<file path="config.mk">
export PLATFORM = sky130hd
export DESIGN_NAME = serial_addsub
export DESIGN_NICKNAME = d
export VERILOG_FILES = /design/src/rtl/addsub_pkg.sv /design/src/rtl/addsub_slice.sv /design/src/rtl/serial_addsub.sv
export SDC_FILE = /design/constraint.sdc
export NUM_CORES = 1
export LEC_CHECK = 0
export BUFFER_PORTS_ARGS = -buffer_cell sky130_fd_sc_hd__buf_4
export CAP_MARGIN = 5
export CORE_ASPECT_RATIO = 0.5
export CORE_MARGIN = 3
export CORE_UTILIZATION = 51
export CTS_CLUSTER_DIAMETER = 100
export DETAILED_ROUTE_END_ITERATION = 10
export PLACE_DENSITY_LB_ADDON = 0.3
export SETUP_SLACK_MARGIN = 0.02
export SLEW_MARGIN = 20
export SYNTH_ARGS = -nofsm -noshare
export SYNTH_HDL_FRONTEND = slang
export SYNTH_SLANG_ARGS = --single-unit
</file>
<file path="constraint.sdc">
create_clock -name clk -period 4.45 [get_ports clk]
set_input_delay 0.2225 -clock clk [delete_from_list [all_inputs] [get_ports clk]]
set_output_delay 0.2225 -clock clk [all_outputs]
set_load 0.05 [all_outputs]
</file>
<file path="src/rtl/addsub_pkg.sv">
// Shared definitions for the serial adder/subtractor.
//   state_t   : FSM state encoding (IDLE, RUN, DONE)
//   nslice    : number of slices for a given width/slice size
//   idx_width : bit width of the slice index register (minimum 1)
package addsub_pkg;

  typedef enum logic [1:0] {
    IDLE = 2'd0,
    RUN  = 2'd1,
    DONE = 2'd2
  } state_t;

  function automatic int nslice(input int width, input int slice);
    return width / slice;
  endfunction

  // A single-slice configuration still needs a 1-bit index register.
  function automatic int idx_width(input int n);
    return (n > 1) ? $clog2(n) : 1;
  endfunction

endpackage

</file>
<file path="src/rtl/addsub_slice.sv">
// Combinational SLICE-bit adder used once per clock by serial_addsub.
//   a, b     : slice operands (b already inverted for subtract)
//   cin      : carry into the slice LSB
//   sum      : slice sum
//   cout     : carry out of the slice MSB
//   cin_msb  : carry into the slice MSB, used for signed-overflow detection
module addsub_slice #(
  parameter int SLICE = 8
) (
  input  logic [SLICE-1:0] a,
  input  logic [SLICE-1:0] b,
  input  logic             cin,
  output logic [SLICE-1:0] sum,
  output logic             cout,
  output logic             cin_msb
);

  always_comb begin
    {cout, sum} = {1'b0, a} + {1'b0, b} + {{SLICE{1'b0}}, cin};
    // Carry into the MSB is recovered from the MSB sum bit and its operands.
    cin_msb     = sum[SLICE-1] ^ a[SLICE-1] ^ b[SLICE-1];
  end

endmodule

</file>
<file path="src/rtl/serial_addsub.sv">
// Multi-cycle two's-complement adder/subtractor, SLICE bits per clock.
//   clk, rst_n          : clock, asynchronous active-low reset
//   in_valid/in_ready   : operand handshake; in_ready high only in IDLE
//   in_a, in_b, in_sub  : operands and operation (0 = A+B, 1 = A-B)
//   out_valid/out_ready : result handshake; out_valid high only in DONE
//   out_result          : A +/- B mod 2^WIDTH
//   out_carry           : carry out of MSB (subtract: 1 = no borrow)
//   out_overflow        : signed overflow
//   out_zero            : out_result == 0
//   dbg_state           : current FSM state
// Handshake: a transfer happens on a rising edge where valid and ready are
// both high; ready/valid are pure state decodes with no combinational path
// from the opposite side's valid/ready.
module serial_addsub
  import addsub_pkg::*;
#(
  parameter int WIDTH = 32,
  parameter int SLICE = 8
) (
  input  logic             clk,
  input  logic             rst_n,
  input  logic             in_valid,
  output logic             in_ready,
  input  logic [WIDTH-1:0] in_a,
  input  logic [WIDTH-1:0] in_b,
  input  logic             in_sub,
  output logic             out_valid,
  input  logic             out_ready,
  output logic [WIDTH-1:0] out_result,
  output logic             out_carry,
  output logic             out_overflow,
  output logic             out_zero,
  output state_t           dbg_state
);

  localparam int NSLICE = nslice(WIDTH, SLICE);
  localparam int IDXW   = idx_width(NSLICE);
  localparam logic [IDXW-1:0] LAST_IDX = IDXW'(NSLICE - 1);

  if ((WIDTH % SLICE) != 0 || WIDTH < SLICE) begin : g_bad_params
    $error("serial_addsub: WIDTH must be a non-zero multiple of SLICE");
  end

  state_t            state_q, state_d;
  logic [IDXW-1:0]   idx_q, idx_d;
  logic              carry_q, carry_d;
  logic [WIDTH-1:0]  a_q, a_d;
  logic [WIDTH-1:0]  b_q, b_d;
  logic [WIDTH-1:0]  result_q, result_d;
  logic              ovf_q, ovf_d;
  logic              zero_q, zero_d;

  logic [SLICE-1:0]  sl_a, sl_b, sl_sum;
  logic              sl_cout, sl_cin_msb;

  always_comb begin
    sl_a = a_q[int'(idx_q)*SLICE +: SLICE];
    sl_b = b_q[int'(idx_q)*SLICE +: SLICE];
  end

  addsub_slice #(.SLICE(SLICE)) u_slice (
    .a       (sl_a),
    .b       (sl_b),
    .cin     (carry_q),
    .sum     (sl_sum),
    .cout    (sl_cout),
    .cin_msb (sl_cin_msb)
  );

  always_comb begin
    state_d  = state_q;
    idx_d    = idx_q;
    carry_d  = carry_q;
    a_d      = a_q;
    b_d      = b_q;
    result_d = result_q;
    ovf_d    = ovf_q;
    zero_d   = zero_q;
    case (state_q)
      IDLE: begin
        if (in_valid) begin
          // Subtract is A + ~B + 1: invert B here, seed carry with in_sub.
          a_d     = in_a;
          b_d     = in_sub ? ~in_b : in_b;
          carry_d = in_sub;
          idx_d   = '0;
          zero_d  = 1'b1;
          ovf_d   = 1'b0;
          state_d = RUN;
        end
      end
      RUN: begin
        result_d[int'(idx_q)*SLICE +: SLICE] = sl_sum;
        carry_d = sl_cout;
        if (sl_sum != '0) zero_d = 1'b0;
        if (idx_q == LAST_IDX) begin
          // Signed overflow: carry into MSB differs from carry out of MSB.
          ovf_d   = sl_cin_msb ^ sl_cout;
          idx_d   = '0;
          state_d = DONE;
        end else begin
          idx_d = idx_q + IDXW'(1);
        end
      end
      DONE: begin
        if (out_ready) state_d = IDLE;
      end
      default: state_d = IDLE;
    endcase
  end

  always_ff @(posedge clk or negedge rst_n) begin
    if (!rst_n) begin
      state_q  <= IDLE;
      idx_q    <= '0;
      carry_q  <= 1'b0;
      a_q      <= '0;
      b_q      <= '0;
      result_q <= '0;
      ovf_q    <= 1'b0;
      zero_q   <= 1'b0;
    end else begin
      state_q  <= state_d;
      idx_q    <= idx_d;
      carry_q  <= carry_d;
      a_q      <= a_d;
      b_q      <= b_d;
      result_q <= result_d;
      ovf_q    <= ovf_d;
      zero_q   <= zero_d;
    end
  end

  assign in_ready     = (state_q == IDLE);
  assign out_valid    = (state_q == DONE);
  assign out_result   = result_q;
  assign out_carry    = carry_q;
  assign out_overflow = ovf_q;
  assign out_zero     = zero_q;
  assign dbg_state    = state_q;

endmodule

</file>
Word level (Yosys, flattened, before mapping). Cells that the tools add are included.

Flip-flop bits (word level): 103. Memories kept: 0. Input bits: 69. Bits in latches: 0. RAM bits: 0. Logic and storage cells: 52. Output and inout bits: 39. ROM bits: 0.

Shift operators: 4. $mul: 0. Bitwise logic cells: 4. Reduce and logical (&&, ||, !) cells: 8. Divide/modulo/power cells: 0. Add/sub/neg operators: 4. Magnitude comparators: 0. Equality and inequality tests: 7. Mux-type cells: 17.

Operators with widths (count): $shiftx 32x6->8 (2); $neg 5->33 (1); $shift 8x33->32 const A (1); $shiftx 8x33->32 (1); $bwmux 32 (1); $mux 32 (1); $not 32->32 (1); $mux 2 (5); $add 8x8->9 (1); $add 9x1->9 (1); $reduce_and 3->1 (3); $reduce_bool 8->1 (1); $ne 2x2->1 const B (3); $pmux 1 s2 (3); $pmux 2 s3 (1); $mux 1 (5); $eq 2x2->1 const B (2); $pmux 2 s2 (1); $reduce_and 2->1 (2); $xor 1x1->1 (3); $add 2x1->2 const B (1); $eq 2x1->1 const B (1); $logic_not 2->1 (1); $ne 2x1->1 const B (1); $reduce_bool 2->1 (1).

Logic depth before layout (Yosys ltp). Gate-level depths: netlist of run 1.

Word-level depth: 8. Gate-level depth with buffers: 11. Depth with buffers taken out: 9.

Hierarchy. Synthesis of run 1 repeated with hierarchy kept, for this count alone.

Cell total of the unflattened synthesis: 423. Area, all modules: 5081.1 µm².

By module, submodules not included: serial_addsub (cells an instance 379, seq. area each 2577.5 µm², area an instance 4704.5 µm², times used 1); addsub_slice (cells an instance 44, seq. area each 0.0 µm², area an instance 376.6 µm², times used 1).

Least setup slack after synthesis of run 1. OpenSTA, ideal clock, no wires.

Path kind: reg-to-reg. Start: register idx_q[0]. End: register zero_q (netlist: out_zero). Stages on the path, launching flop included: 12. Path slack: 555 ps. Setup time: 77 ps. Clock period less this slack: 3895 ps. Arrival: 3818 ps. Data required time: 4373 ps. Buffers on the path: 2. Path through: dfrtp_1 buf_2 buf_2 mux4_2 fa_1 fa_1 a21o_1 a21oi_2 xnor2_1 or4_1 or4_1 o21ai_1.

Word-level cells in the longest chain between the ends: 6. Elaborated cells between the ends (all ways): 7. Those cells by class: 2 x add/sub; 1 x eq/ne; 2 x shift; 2 x reduce/logical.

RTL lines: start, declared (line serial_addsub.sv:45) `logic [IDXW-1:0] idx_q, idx_d;`; start signal, assigned (line serial_addsub.sv:124) `idx_q <= idx_d;`; $shiftx 32x6->8 (on tied branches) (line serial_addsub.sv:57, serial_addsub.sv:58); $add 8x8->9 (*) (line addsub_slice.sv:19) `{cout, sum} = {1'b0, a} + {1'b0, b} + {{SLICE{1'b0}}, cin};`; $add 9x1->9 (*) (line addsub_slice.sv:19); $reduce_bool 8->1 (*) (line serial_addsub.sv:95) `if (sl_sum != '0) zero_d = 1'b0;`; $ne 2x2->1 (no line) (*); $reduce_and 3->1 (no line) (*); end signal, assigned (line serial_addsub.sv:130) `zero_q <= zero_d;`; end, declared (line serial_addsub.sv:51) `logic zero_q, zero_d;`.

Every way passes the cells marked *; elsewhere a longest branch is shown, timed or not. A chain may end at the register's enable or synchronous reset.

Worst setup path after layout of run 1. Same ends and word-level chain as after synthesis.

==> results.tsv, run 1 <==
stage	metric	value	unit
run_status	status	finished clean	
detailed_routing	wl_met3	709	um
job	cap_violations	0	
placed_design	gp_congestion	0.826	
sta	clock_skew	0.00790	ns
floorplan	die_area	10900	um^2
min_path	hold_class	in2reg	
logic_synthesis	syn_nets	465	
setup_path	crit_path_start_kind	flop	
setup_path	crit_chain	mux4_2 -> fa_1 -> fa_1 -> a21o_1 -> a21oi_2 -> xnor2_1 -> or4_1 -> or4_1 -> o21ai_1	
sta	tns	0	ns
clock_network	path_clk_slew	0.07	ns
sta	setup_viol_count_final	0	
placed_design	place_inst	602	
clock_network	cts.sinks	103	
detailed_routing	vias	3381	
layout	stdcell_count	618	
layout	area_growth_syn_to_layout	24.5	%
sta	setup_slack	0.660	ns
clock_network	cts_resized	0	
setup_path	setup.worst_path.class	reg2reg	
setup_path	crit_family	simple AND/OR/NAND/NOR gates	
layout	diodes	0	
detailed_routing	routed_wl	10.6	mm
sta	worst_pin_slew	0.966	ns
logic_synthesis	yosys_warnings	0	
detailed_routing	detail-route-antenna-nets	0	
global_routing	grt_pass1_wl	16.8	mm
logic_synthesis	ys_seq_area_share	52.5	%
clock_network	cts_buffer_depth	2	
clock_network	cts_tree	built	
sta	rsz0062_at_grt	false	
clock_network	cts.htree.levels	3	
global_routing	antenna_found_initial	0	
global_routing	grt_start_max_net_pins	97	
setup_path	slowest_delay	0.67	ns
detailed_routing	drt-initial-drc-count	256	
placed_design	portBuffers	107	
logic_synthesis	ys_types	44	
setup_path	timing.rr.start	idx_q[0]	
layout	drive_above_1_share	38.7	%
setup_path	cp_num_cells	9	
layout	nNetsFinal	568	
logic_synthesis	synth_edf_count	0	
setup_path	crit_required	4.72	ns
placed_design	place_hpwl	7.76	mm
floorplan	start_util	54.3	%
detailed_routing	viasPerCell	5.47	
global_routing	track_usage	20.4	%
sta	slew_headroom	35.6	%
detailed_routing	drtPass1Iterations	5	
detailed_routing	route.met2.wl	4.72	mm
detailed_routing	wl_met1	5.13	mm
placed_design	place_worst_setup_slack	0.639	ns
floorplan	coreArea	9040	um^2
setup_path	crit_buf_inv	0	
floorplan	die_y	75.4	um
floorplan	ios	108	
detailed_routing	wl_per_cell	17.2	um
clock_network	clockRootBuffer	clkbuf_16	
detailed_routing	top_layer_used	met4	
logic_synthesis	synth_async_sr_flop_share	100	%
sta	max_freq	264	MHz
detailed_routing	drc	0	
logic_synthesis	ys.flop_type	dfrtp_1	
sta	fin_crit_sh	85.2	%
sta	slew_violations	0	
logic_synthesis	synth_seq_cells	103	
logic_synthesis	syn_area	4910	um^2
layout	final_util	67.6	%
sta	fin_crit	3.79	ns
sta	finalHoldViolations	0	
floorplan	row_count	24	
floorplan	die_w	145	um
setup_path	cp_slowest_cell	dfrtp_1	
setup_path	crit_start	idx_q[0]	
min_path	hp-start	out_ready	
logic_synthesis	syn-instance-count	381	
setup_path	reg2regPathDepth	9	
global_routing	grt_pass1_vias	3260	
clock_network	clock_latency	0.34	ns
min_path	hold_depth	2	
setup_path	crit_fanout	11	
setup_path	crit_arrival	4.06	ns
global_routing	grt.overflow.total	0	
clock_network	cts_buffers	9	
logic_synthesis	syn_area_per_cell	12.9	um^2
setup_path	endpoint_kind	flop	
==> cells in the final DEF (no fill, tap or decap), types with 3 or more instances in the layout <==
master / synthesis / routed
ha_1: 13 / 13
nor4b_2: 3 / 3
a22o_2: 4 / 4
a22o_1: 29 / 29
dfrtp_1: 103 / 103
a21o_1: 3 / 3
nand2_1: 9 / 9
xnor2_1: 38 / 38
buf_4: 0 / 111
clkinv_2: 0 / 3
inv_1: 5 / 5
a21oi_1: 35 / 35
clkbuf_16: 0 / 9
o21ai_0: 3 / 3
mux2_2: 32 / 32
mux4_2: 16 / 16
nor2_1: 39 / 38
==> cells in the mapped netlist, types with 2 or more instances <==
cell type | count | share of area [%]
dfrtp_1 | 103 | 53
nor2_1 | 39 | 3.0
xnor2_1 | 38 | 6.8
a21oi_1 | 35 | 3.6
mux2_2 | 32 | 7.3
a22o_1 | 29 | 5.2
mux4_2 | 16 | 7.3
ha_1 | 13 | 3.3
clkbuf_1 | 12 | 0.92
nand2_1 | 9 | 0.69
inv_1 | 5 | 0.38
a22o_2 | 4 | 0.82
buf_1 | 4 | 0.31
a21o_1 | 3 | 0.46
nor4b_2 | 3 | 0.92
o21ai_0 | 3 | 0.31
buf_2 | 2 | 0.20
fa_1 | 2 | 0.82
o21ai_1 | 2 | 0.20
o31ai_1 | 2 | 0.31
or4_1 | 2 | 0.31
==> metal layers <==
layer  track usage (%)  vias to the layer above
li1                  -                     1605
met1              30.6                     1668
met2              29.8                      102
met3              6.39                        6
met4              3.62                        0
met5                 0                        -
==> what timing repair did <==
action                                  CTS  global route
endpoints found under the setup margin    0             0
hold endpoints to repair                 57             0
hold buffers                              1             0
setup buffers                             0             0
==> logic make-up (layout without fill, tap and decap cells) <==
kind of cell,count (synthesis),after routing,share of synthesized area (%)
flip-flops,103,103,52.5
adder cells (fa/ha/maj),15,15,4.13
XOR/XNOR,40,40,7.29
multiplexers,49,49,14.9
AO/OA/AOI/OAI,86,86,12.3
AND/OR/NAND/NOR,63,63,6.58
buffers and inverters,25,132,2.32
==> worst reg2reg max path, stage by stage, from the launching register on <==
cell,delay [ns]
dfrtp_1,0.67
mux4_2,0.59
fa_1,0.45
fa_1,0.43
a21o_1,0.20
a21oi_2,0.17
xnor2_1,0.17
or4_1,0.54
or4_1,0.41
o21ai_1,0.09
==> area by class of cell <==
class / instances / area [um^2]
clock buffer: 9 / 225
fill: 674 / 2930
multi-input combinational: 253 / 2220
clock inverter: 6 / 61.3
tap: 130 / 163
timing repair buffer: 112 / 843
sequential: 103 / 2580
inverter: 5 / 18.8
==> sequential cells by signal, summed over array words and instances, names as in the netlist <==
signal	count
out_carry	1
idx_q	2
b_q	32
out_zero	1
out_overflow	1
dbg_state	2
a_q	32
out_result	32
==> through the flow <==
| stage | cell area [um^2] | hold slack, ns |
|---|---|---|
| 3_3_place_gp | 5820 | 0.316 |
| 3_5_place_dp | 5820 | 0.318 |
| 5_1_grt | 6110 | 0.0438 |
| 6_report | 6110 | 0.0545 |
| 2_1_floorplan | 4910 | -0.0731 |
| 4_1_cts | 6110 | 0.0460 |
==> worst paths after layout <==
check,to,slack [ns]
worst max register to register,out_zero,0.66
max in group asynchronous,b_q[12],2.94
min in group asynchronous,out_result[29],0.47
worst min register to register,a_q[9],0.50
worst min-delay path,dbg_state[1],0.05
worst max-delay path,out_zero,0.66
Power of run 1 is not shown: default switching activity piles up to over one toggle a cycle in this logic, so the estimate is an artifact.
==> inputs of run 2 (changes only) <==
Settings changed: CORE_UTILIZATION 51 to 54.
==> results.tsv, run 2 (same netlist as run 1, synthesis figures left out) <==
stage	metric	value	unit
detailed_routing	drt-initial-drc-count	335	
sta	clock_skew	0.00456	ns
setup_path	setup.worst_path.class	reg2reg	
sta	worst_pin_slew	1.03	ns
power	peakVddDrop	0.000521	V
power	swShare	45.3	%
layout	final_cell_area	6080	um^2
global_routing	track_usage	23.1	%
clock_network	clockRootBuffer	clkbuf_16	
detailed_routing	vias	3419	
layout	nNetsFinal	568	
placed_design	portBuffers	107	
placed_design	gp_congestion	0.849	
power	p_sw	2.58	mW
detailed_routing	detail-route-antenna-nets	0	
power	seq_power_share	28.7	%
layout	layout_common_cells	111 x buf_4, 103 x dfrtp_1, 38 x nor2_1, 38 x xnor2_1, 35 x a21oi_1	
setup_path	crit_required	4.72	ns
placed_design	dpl_cell_area	5790	um^2
global_routing	grt_start_max_net_pins	59	
sta	fin_crit_sh	85.5	%
setup_path	crit_path_start_kind	flop	
floorplan	ios	108	
sta	finalHoldViolations	0	
floorplan	die_w	141	um
setup_path	endpoint_kind	flop	
power	p_int	3.11	mW
global_routing	grt_pass1_wl	18.1	mm
sta	fin_crit	3.81	ns
power	powerDensity	935	nW/um^2
sta	setup_viol_count_final	0	
floorplan	start_util	58.4	%
clock_network	cts_tree	built	
layout	final_common_cell	buf_4	
layout	area_growth_syn_to_layout	23.9	%
layout	diodes	0	
global_routing	antenna_found_initial	0	
sta	slew_headroom	31.3	%
detailed_routing	viasPerCell	5.69	
setup_path	crit_fanout	10	
detailed_routing	drc	0	
min_path	hold_class	in2reg	
floorplan	die_area	10300	um^2
power	clock_power_share	13.1	%
clock_network	cts_buffer_depth	2	
clock_network	clock_latency	0.34	ns
floorplan	row_count	23	
clock_network	cts.sinks	103	
sta	tns	0	ns
power	power.leakage	2.72	nW
power	combPwrFrac	58.3	%
detailed_routing	routed_wl	11.0	mm
run_status	status	finished clean	
sta	rsz0062_at_grt	false	
layout	drive_above_1_share	38.2	%
clock_network	path_clk_slew	0.07	ns
clock_network	cts_resized	0	
sta	slew_violations	0	
clock_network	cts.htree.levels	3	
floorplan	die_y	73.4	um
setup_path	crit_arrival	4.08	ns
global_routing	grt_pass1_vias	3410	
clock_network	cts_buffers	9	
detailed_routing	drtPass1Iterations	4	
sta	max_freq	263	MHz
floorplan	coreArea	8400	um^2
global_routing	grt.overflow.total	0	
detailed_routing	wl_per_cell	18.3	um
job	cap_violations	0	
placed_design	place_hpwl	7.94	mm
[run 2: timing repair]
action	CTS	global route
setup endpoints to repair	0	0
endpoints found under the hold margin	56	0
hold buffers	1	0
buffers inserted	0	0
[run 2: routing by layer]
| metal | up-vias | global-route usage, % | share of wire (%) |
|---|---|---|---|
| met5 | - | 0 | 0 |
| met3 | 12 | 5.20 | 5.8 |
| met2 | 114 | 35.4 | 46 |
| met1 | 1699 | 33.2 | 48 |
| met4 | 0 | 7.41 | 1.0 |
| li1 | 1594 | - | - |
[run 2: worst max-delay path: stages (launching register included)]
cell and delay (ns):
dfrtp_1 0.70, mux4_2 0.59, fa_1 0.45, fa_1 0.44, a21o_1 0.21, a221oi_1 0.51
xnor2_2 0.20, or4_1 0.54, o21ai_1 0.08
[run 2: cell type report]
type | instances | area, um^2
timing repair buffer | 112 | 843
sequential | 103 | 2580
clock buffer | 14 | 264
multi-input combinational | 253 | 2220
tap | 112 | 140
inverter | 5 | 18.8
clock inverter | 2 | 15.0
fill | 609 | 2320
[run 2: stage by stage]
| stage | hold slack (ns) | total power [mW] | cells | util (%) | setup slack (ns) |
|---|---|---|---|---|---|
| final | 0.0428 | 5.69 | 601 | 72.4 | 0.643 |
| after global routing | 0.0362 | 6.09 | 601 | 72.4 | 0.364 |
| after CTS | 0.0323 | 5.71 | 601 | 72.4 | 0.611 |
| after detailed placement | 0.321 | 4.93 | 584 | 69.0 | 0.666 |
| after global placement | 0.315 | 4.79 | 584 | 69.0 | 0.744 |
| after floorplan | -0.0731 | 4.03 | 381 | - | 0.555 |
[run 2: power groups by stage]
stage                     Sequential, mW  Combinational (mW)  Clock, mW
after detailed placement            1.64                3.29          0
final                               1.63                3.31      0.742
after global placement              1.62                3.17          0
after global routing                1.68                3.62      0.794
after CTS                           1.63                3.33      0.753
after floorplan                     1.82                2.21          0
[run 2: final timing paths]
check	start	endpoint	cells past startpoint	slack, ns
worst max register to register	idx_q[0]	out_zero	8	0.64
worst max-delay path	idx_q[0]	out_zero	8	0.64
worst min-delay path	out_ready	dbg_state[1]	2	0.04
worst min register to register	a_q[23]	a_q[23]	1	0.51
min in group asynchronous	rst_n	out_result[0]	2	0.48
max in group asynchronous	rst_n	b_q[13]	3	2.90
Note: power is estimated with default switching activity, not from simulation.
==> inputs of run 3 (changes only) <==
Settings changed: ABC_AREA set to 1, CORE_MARGIN 3 to not set, CORE_UTILIZATION 54 to 55.
==> results.tsv, run 3 <==
stage	metric	value	unit
detailed_routing	wl_per_cell	15.1	um
clock_network	cts.sinks	103	
logic_synthesis	synth_compound_area_share	12.6	%
logic_synthesis	syn_area	5190	um^2
setup_path	cp_slowest_cell	dfrtp_1	
placed_design	place_worst_setup_slack	0.929	ns
sta	slew_headroom	28.1	%
power	powerDensity	902	nW/um^2
floorplan	row_count	24	
sta	setup_viol_count_final	0	
clock_network	post-cts-setup-buffer-count	0	
global_routing	grt_pass1_vias	4198	
layout	diodes	0	
layout	layout_common_cells	213 x nand2_1, 111 x buf_4, 103 x dfrtp_1, 85 x o21ai_0, 45 x nor2_1	
floorplan	coreArea	8920	um^2
layout	stdcell_count	846	
detailed_routing	viasPerCell	5.38	
logic_synthesis	synth_seq_cells	103	
layout	area_growth_syn_to_layout	22.2	%
logic_synthesis	synth_edf_count	0	
global_routing	track_usage	27.8	%
layout	final_util	71.2	%
sta	fin_crit	3.60	ns
global_routing	grt_start_max_net_pins	64	
logic_synthesis	synth_top_family_by_area	simple AND/OR/NAND/NOR gates	
logic_synthesis	synth_top_cell_by_area	dfrtp_1	
sta	clock_skew	0.00508	ns
run_status	status	finished clean	
placed_design	place_hpwl	9.21	mm
logic_synthesis	syn-instance-count	630	
logic_synthesis	synth.most_common_cell	nand2_1	
sta	setup_slack	0.848	ns
setup_path	rrSetupSlack	0.85	ns
setup_path	crit_family	adder cells	
sta	max_freq	278	MHz
layout	drive_above_1_share	19.3	%
setup_path	crit_fanout	36	
floorplan	die_w	139	um
clock_network	path_clk_slew	0.07	ns
global_routing	grt.overflow.total	0	
floorplan	die_area	9860	um^2
power	p_sw	2.92	mW
logic_synthesis	yosys_warnings	0	
floorplan	start_util	58.2	%
placed_design	gp_congestion	0.920	
power	power	5.72	mW
logic_synthesis	synth_xor_area_share	5.57	%
layout	final_common_cell	nand2_1	
clock_network	clock_latency	0.35	ns
clock_network	cts.hold.buffers_added	1	
min_path	hold_class	in2reg	
detailed_routing	drtPass1Iterations	5	
setup_path	crit_required	4.72	ns
logic_synthesis	syn_area_per_cell	8.24	um^2
placed_design	place_inst	829	
job	cap_violations	0	
clock_network	cts_resized	0	
sta	worst_pin_slew	1.08	ns
logic_synthesis	ys_types	27	
detailed_routing	drt-initial-drc-count	489	
setup_path	setup.worst_path.class	reg2reg	
setup_path	endpoint_kind	flop	
detailed_routing	detail-route-antenna-nets	0	
setup_path	crit_path_start_kind	flop	
logic_synthesis	synth-adder-area-share	3.90	%
setup_path	crit_buf_inv	1	
setup_path	crit_chain	inv_1 -> o21ai_0 -> o22ai_1 -> fa_1 -> fa_1 -> nand3_1 -> nand3_1 -> nand2_1 -> nand2_1 -> nor2_1 -> nand2_1 -> o21ai_0	
setup_path	slowest_delay	0.63	ns
power	clock_power_share	13.8	%
sta	slew_violations	0	
placed_design	portBuffers	107	
logic_synthesis	synthTopCellsByArea	dfrtp_1 50%, nand2_1 15%, o21ai_0 8.2%	
layout	nNetsFinal	808	
logic_synthesis	synth_async_sr_flop_share	100	%
power	p_int	2.81	mW
sta	tns	0	ns
sta	finalHoldViolations	0	
power	seq_power_share	28.4	%
sta	fin_crit_sh	81.0	%
detailed_routing	routed_wl	12.8	mm
logic_synthesis	ys_seq_area_share	49.6	%
power	power.leakage	3.25	nW
detailed_routing	vias	4552	
clock_network	cts_tree	built	
logic_synthesis	yosys.area.top_type_share	49.6	%
floorplan	die_y	70.7	um
clock_network	cts.htree.levels	3	
sta	rsz0062_at_grt	false	
setup_path	cp_common_cell	nand2_1	
floorplan	ios	108	
power	combPwrFrac	57.8	%
global_routing	antenna_found_initial	0	
clock_network	clockRootBuffer	clkbuf_16	
detailed_routing	drc	0	
clock_network	cts_buffers	9	
logic_synthesis	synth_mux_area_share	0	%
logic_synthesis	netlist_top_cells_count	214 x nand2_1, 103 x dfrtp_1, 85 x o21ai_0, 45 x nor2_1, 36 x inv_1	
logic_synthesis	syn_nets	714	
power	swShare	51.0	%
logic_synthesis	ys.flop_type	dfrtp_1	
logic_synthesis	synth_simple_gate_area_share	22.9	%
global_routing	grt_pass1_wl	21.2	mm
clock_network	cts_buffer_depth	2	
power	peakVddDrop	0.000371	V
setup_path	crit_arrival	3.87	ns
[run 3: final timing paths]
kind                            from        endpoint  depth (start not counted)
min in group asynchronous      rst_n          a_q[9]                          2
setup reg to reg            idx_q[0]  out_result[12]                         12
hold reg to reg              a_q[13]         a_q[13]                          2
max in group asynchronous      rst_n  out_result[26]                          3
hold / removal             out_ready    dbg_state[1]                          2
setup / recovery            idx_q[0]  out_result[12]                         12
[run 3: area by class of cell]
class,instances,area (um^2)
Clock buffer,11,233
Clock inverter,5,58.8
Fill cell,724,2570
Inverter,39,146
Multi-Input combinational cell,459,2340
Sequential cell,103,2580
Tap cell,117,146
Timing Repair Buffer,112,843
[run 3: cell families after synthesis]
logic type	after synthesis
simple gates	295
compound gates	116
buf+inv	68
flops	103
fa+ha+maj	15
xor+xnor	33
[run 3: metal layers]
metal | vias to the layer above | track usage, % | wire length, um | part of all wire, %
li1 | 2229 | - | - | -
met1 | 2129 | 42.0 | 6140 | 48
met2 | 183 | 41.3 | 5580 | 44
met3 | 11 | 5.62 | 960 | 7.5
met4 | 0 | 6.42 | 126 | 0.98
met5 | - | 0 | 0 | 0
[run 3: power by group through the flow]
stage | Sequential (mW) | Combinational, mW | Clock, mW
floorplan | 1.90 | 2.05 | 0
CTS | 1.62 | 3.27 | 0.790
finish | 1.63 | 3.31 | 0.788
global placement | 1.63 | 3.15 | 0
detailed placement | 1.63 | 3.25 | 0
global route | 1.67 | 3.65 | 0.832
[run 3: through the flow]
step / hold slack [ns] / area (um^2)
final: 0.0348 / 6350
after global routing: 0.0421 / 6350
after CTS: 0.0337 / 6350
after detailed placement: 0.318 / 6040
after global placement: 0.314 / 6040
after floorplan: -0.0731 / 5190
